**src/rtl/agc_gain_stepper.sv**
```systemverilog
// VGA gain stepper driven by the AGC controller's adjust/up_dn pair.
// Each adjust rise applies one successive-approximation step, then waits for the analog path to settle.
module agc_gain_stepper #(
  parameter int GAIN_W        = 6,
  parameter int GAIN_INIT     = 32,
  parameter int GAIN_MIN      = 0,
  parameter int GAIN_MAX      = 63,
  parameter int STEP_INIT     = 8,
  parameter int SETTLE_CYCLES = 4
) (
  input  logic              clk,
  input  logic              RESETn,
  input  logic              adjust,
  input  logic              up_dn,
  output logic [GAIN_W-1:0] gain_code,
  output logic              step_pulse,
  output logic              settling,
  output logic              done,
  output logic              at_limit
);

  localparam logic [GAIN_W-1:0] INIT_G      = GAIN_W'(GAIN_INIT);
  localparam logic [GAIN_W-1:0] MIN_G       = GAIN_W'(GAIN_MIN);
  localparam logic [GAIN_W-1:0] MAX_G       = GAIN_W'(GAIN_MAX);
  localparam logic [GAIN_W-1:0] STEP_G      = GAIN_W'(STEP_INIT);
  localparam logic [GAIN_W-1:0] ONE_G       = GAIN_W'(1);
  localparam logic [GAIN_W:0]   MIN_X       = (GAIN_W+1)'(GAIN_MIN);
  localparam logic [GAIN_W:0]   MAX_X       = (GAIN_W+1)'(GAIN_MAX);
  localparam logic [7:0]        SETTLE_LOAD = 8'(SETTLE_CYCLES - 1);

  typedef enum logic [1:0] {
    S_IDLE,
    S_SETTLE,
    S_DONE
  } state_t;

  state_t            state;
  logic              adj_q;
  logic [GAIN_W-1:0] step;
  logic              last_dir;
  logic              have_dir;
  logic [7:0]        settle_cnt;

  logic              rise;
  logic              reversal;
  logic              terminal_rev;
  logic              sat_lock;
  logic [GAIN_W-1:0] step_eff;
  logic [GAIN_W:0]   up_sum;
  logic [GAIN_W:0]   dn_diff;
  logic [GAIN_W-1:0] gain_next;

  assign rise         = adjust & ~adj_q;
  assign reversal     = have_dir & (up_dn != last_dir);
  assign terminal_rev = reversal & (step == ONE_G);
  assign sat_lock     = up_dn ? (gain_code == MAX_G) : (gain_code == MIN_G);
  assign step_eff     = reversal ? (step >> 1) : step;
  assign at_limit     = (gain_code == MIN_G) | (gain_code == MAX_G);

  // One extra bit holds the carry on the way up and the borrow on the way down.
  always_comb begin
    up_sum  = {1'b0, gain_code} + {1'b0, step_eff};
    dn_diff = {1'b0, gain_code} - {1'b0, step_eff};
    if (up_dn) begin
      gain_next = (up_sum > MAX_X) ? MAX_G : up_sum[GAIN_W-1:0];
    end else begin
      gain_next = (dn_diff[GAIN_W] || (dn_diff < MIN_X)) ? MIN_G : dn_diff[GAIN_W-1:0];
    end
  end

  always_ff @(posedge clk) begin
    if (!RESETn) begin
      state      <= S_IDLE;
      adj_q      <= 1'b0;
      step       <= STEP_G;
      last_dir   <= 1'b0;
      have_dir   <= 1'b0;
      settle_cnt <= 8'd0;
      gain_code  <= INIT_G;
      step_pulse <= 1'b0;
      settling   <= 1'b0;
      done       <= 1'b0;
    end else begin
      adj_q      <= adjust;
      step_pulse <= 1'b0;
      case (state)
        S_IDLE: begin
          if (rise) begin
            // A reversal at unit step means the search has converged.
            if (terminal_rev || sat_lock) begin
              done  <= 1'b1;
              state <= S_DONE;
            end else begin
              step       <= step_eff;
              gain_code  <= gain_next;
              last_dir   <= up_dn;
              have_dir   <= 1'b1;
              settle_cnt <= SETTLE_LOAD;
              step_pulse <= 1'b1;
              settling   <= 1'b1;
              state      <= S_SETTLE;
            end
          end
        end
        S_SETTLE: begin
          if (settle_cnt == 8'd0) begin
            settling <= 1'b0;
            state    <= S_IDLE;
          end else begin
            settle_cnt <= settle_cnt - 8'd1;
          end
        end
        S_DONE: begin
        end
        default: state <= S_IDLE;
      endcase
    end
  end

endmodule
```
**config.mk**
```make
export PLATFORM = sky130hd
export DESIGN_NAME = agc_gain_stepper
export DESIGN_NICKNAME = d
export VERILOG_FILES = /design/src/rtl/agc_gain_stepper.sv
export SDC_FILE = /design/constraint.sdc
export NUM_CORES = 1
export LEC_CHECK = 0
export CORE_MARGIN = 10
export CORE_UTILIZATION = 59
export CTS_CLUSTER_SIZE = 16
export DETAILED_ROUTE_END_ITERATION = 8
export PLACE_DENSITY = 0.8
export SYNTH_ARGS = -nofsm -noshare
export SYNTH_HDL_FRONTEND = slang
export SYNTH_SLANG_ARGS = --single-unit
```
**constraint.sdc**
```tcl
create_clock -name clk -period 9.43 [get_ports clk]
set_input_delay 1.886 -clock clk [delete_from_list [all_inputs] [get_ports clk]]
set_output_delay 1.886 -clock clk [all_outputs]
set_load 0.01 [all_outputs]
```
==> results.sh <==
export IMPL_yosys_top_cells_area="dfxtp_1, ha_1, nand2_1"
export IMPL_crit_required_ns=9.67
export IMPL_final_nets=246
export IMPL_relSlewSlack_pct=37.16
export IMPL_worstHoldStart="step[0]"
export IMPL_row_count=20
export IMPL_synth_xor_area_share_pct=3.684
export IMPL_grt_max_degree=30
export IMPL_path_clk_slew_ns=0.17
export IMPL_startpoint="up_dn"
export IMPL_placement_io_buffers=13
export IMPL_syn_inst=217
export IMPL_finalHoldViolCount=0
export IMPL_final_max_slew_viol_count=0
export IMPL_synth_distinct_cells=55
export IMPL_layout_common_cells="dfxtp_1, nand2_1, inv_1, ha_1"
export IMPL_crit_fanout=11
export IMPL_netlist_area_um2=1902
export IMPL_synth_seq_cells=28
export IMPL_antenna_found_initial=0
export IMPL_power_density_nw_per_um2=185.7
export IMPL_coreArea_um2=3078
export IMPL_drv_cap=0
export IMPL_ir_drop_v=0.00008741
export IMPL_htree_num_levels=1
export IMPL_syn_num_nets=239
export IMPL_mostFrequentLayoutCell="dfxtp_1"
export IMPL_synth_area_mux_share_pct=2.697
export IMPL_drtIter0Drc=164
export IMPL_cts_inserted_buffers=3
export IMPL_synth_edff_count=0
export IMPL_arrival_ns=5.30
export IMPL_end_kind="register"
export IMPL_cts_tree="yes"
export IMPL_skew_ns=0.01534
export IMPL_synthArstFlopShare_pct=0
export IMPL_period_needed_ns=5.057
export IMPL_drc=0
export IMPL_cts_sinks=28
export IMPL_grt_first_pass_wirelength_um=7327
export IMPL_wirelength_um=4270
export IMPL_total_power_mw=0.3849
export IMPL_start_util_pct=61.79
export IMPL_clk_latency_ns=0.34
export IMPL_drt_wirelength_per_cell_um=15.99
export IMPL_rsz0062_at_grt="no"
export IMPL_fillers=280
export IMPL_synth_compound_area_share_pct=21.78
export IMPL_timing_final_ws_setup_ns=4.373
export IMPL_final_core_util_pct=67.36
export IMPL_die_w_um=76.78
export IMPL_synth_seq_area_share_pct=29.47
export IMPL_outcome="finished clean"
export IMPL_synthAdderAreaFrac_pct=12.63
export IMPL_avgViaCountPerCell=6.075
export IMPL_ant_nets=0
export IMPL_synth_warnings=0
export IMPL_tightest_slew_ns=0.9396
export IMPL_max_freq_ghz=0.1978
export IMPL_synth_top_family_by_area="simple AND/OR/NAND/NOR gates"
export IMPL_setup_violations_final=0
export IMPL_p_leak_nw=0.9432
export IMPL_cts_setup_buffers=0
export IMPL_die_area_um2=5894
export IMPL_seqCellArea_um2=560.5
export IMPL_dr_total_vias=1622
export IMPL_dp_hpwl_um=3235
export IMPL_grt_pass1_vias=1608
export IMPL_reg2reg_slack_ns=6.37
export IMPL_ctsHoldBuffers=0
export IMPL_fin_setup_tns_ns=0
export IMPL_dp_slack_ns=4.059
export IMPL_critPathKind="primary input to register"
export IMPL_cp_start_kind="primary input"
export IMPL_synthSimpleGateAreaFrac_pct=22.50
export IMPL_syn_avg_cell_area_um2=8.764
export IMPL_synth_top_area_share_pct=29.47
export IMPL_synth_largest_area_cell="dfxtp_1"
export IMPL_ctsResizeCount=0
export IMPL_fp_dieH_um=76.78
export IMPL_ioPinCount=14
export IMPL_first_pass_iters=4
export IMPL_diodes=0
export IMPL_globalplace_congestion=0.9038
export IMPL_gr_total_overflow=0
export IMPL_grt_usage_pct=14.36
export IMPL_hold_path_class="register to register"
export IMPL_root_buffer="clkbuf_4"
export IMPL_fin_crit_sh_pct=53.62
export IMPL_ctsLongestPathBuffers=2
export IMPL_area_growth_synth_to_final_pct=9.013
export IMPL_synth_ff_type="dfxtp_1"
export IMPL_multi_input_area_um2=1204
export IMPL_r2r_start="last_dir"
export IMPL_drive_gt1_share_pct=6.278
-- cells in the mapped netlist (4+ instances only) --
library cell / count
dfxtp_1: 28
nand2_1: 21
inv_1: 18
ha_1: 16
a21oi_1: 13
nand3_1: 10
nor2_1: 10
o211ai_1: 6
clkbuf_1: 5
o211a_1: 5
and2_1: 4
mux2i_1: 4
o2111ai_1: 4
xnor2_1: 4
xor2_1: 4
-- sequential cells by signal (all words and copies together) (netlist names) --
signal and flops:
step 6, have_dir 1, adj_q 1, state 2, last_dir 1, settling 1, gain_code 6, step_pulse 1
done 1, settle_cnt 8
-- critical path: stages --
cell	delay, ns
clkdlybuf4s50_1	0.82
xor2_1	0.17
nand2_1	0.29
mux2_2	0.41
ha_1	0.23
fa_1	0.41
a21oi_1	0.17
o21bai_1	0.12
a311o_1	0.43
o2111ai_1	0.24
o211ai_1	0.12
-- cell families (layout without fill, tap and decap cells) --
kind of cell,Yosys count,in the layout
flops,28,28
buf+inv,30,36
mux,5,5
fa+ha+maj,18,18
simple gates,74,74
xor+xnor,8,8
compound gates,54,54
-- power breakdown --
group	switching, mW	internal, mW	leakage [nW]
sequential	0.0185	0.133	0.229
combinational	0.0889	0.0637	0.686
clock	0.0382	0.0430	0.0279
total	0.146	0.239	0.943
-- stage by stage --
step	cells	hold WS (ns)	instance area, um2
2_1_floorplan	217	0.4483	1902
3_3_place_gp	263	0.4706	2021
3_5_place_dp	263	0.4818	2021
4_1_cts	267	0.5017	2073
5_1_grt	267	0.5239	2073
6_report	267	0.4952	2073
-- area by class of cell --
type,instances,share of cell area (%)
clock buffer,3,1.086
inverter,19,3.440
multi-input combinational,159,58.06
timing repair buffer,13,6.276
tap,44,2.655
clock inverter,1,1.448
sequential,28,27.04
-- final timing paths --
check / end / depth (start not counted)
min reg2reg: step[0] / 2
min: step[0] / 2
max: gain_code[3] / 11
max reg2reg: gain_code[3] / 10
-- metal layers --
layer  wire (um)  part of all wire, %  up-vias  GRT usage (%)
met2        1992                   47       41          23.78
met5           0                    0        -              0
met4          42                 0.98        0          4.275
met3         256                  6.0        6          3.263
li1            -                    -      799              -
met1        1979                   46      776          17.98
No activity file was read; power rests on OpenSTA's default activity.
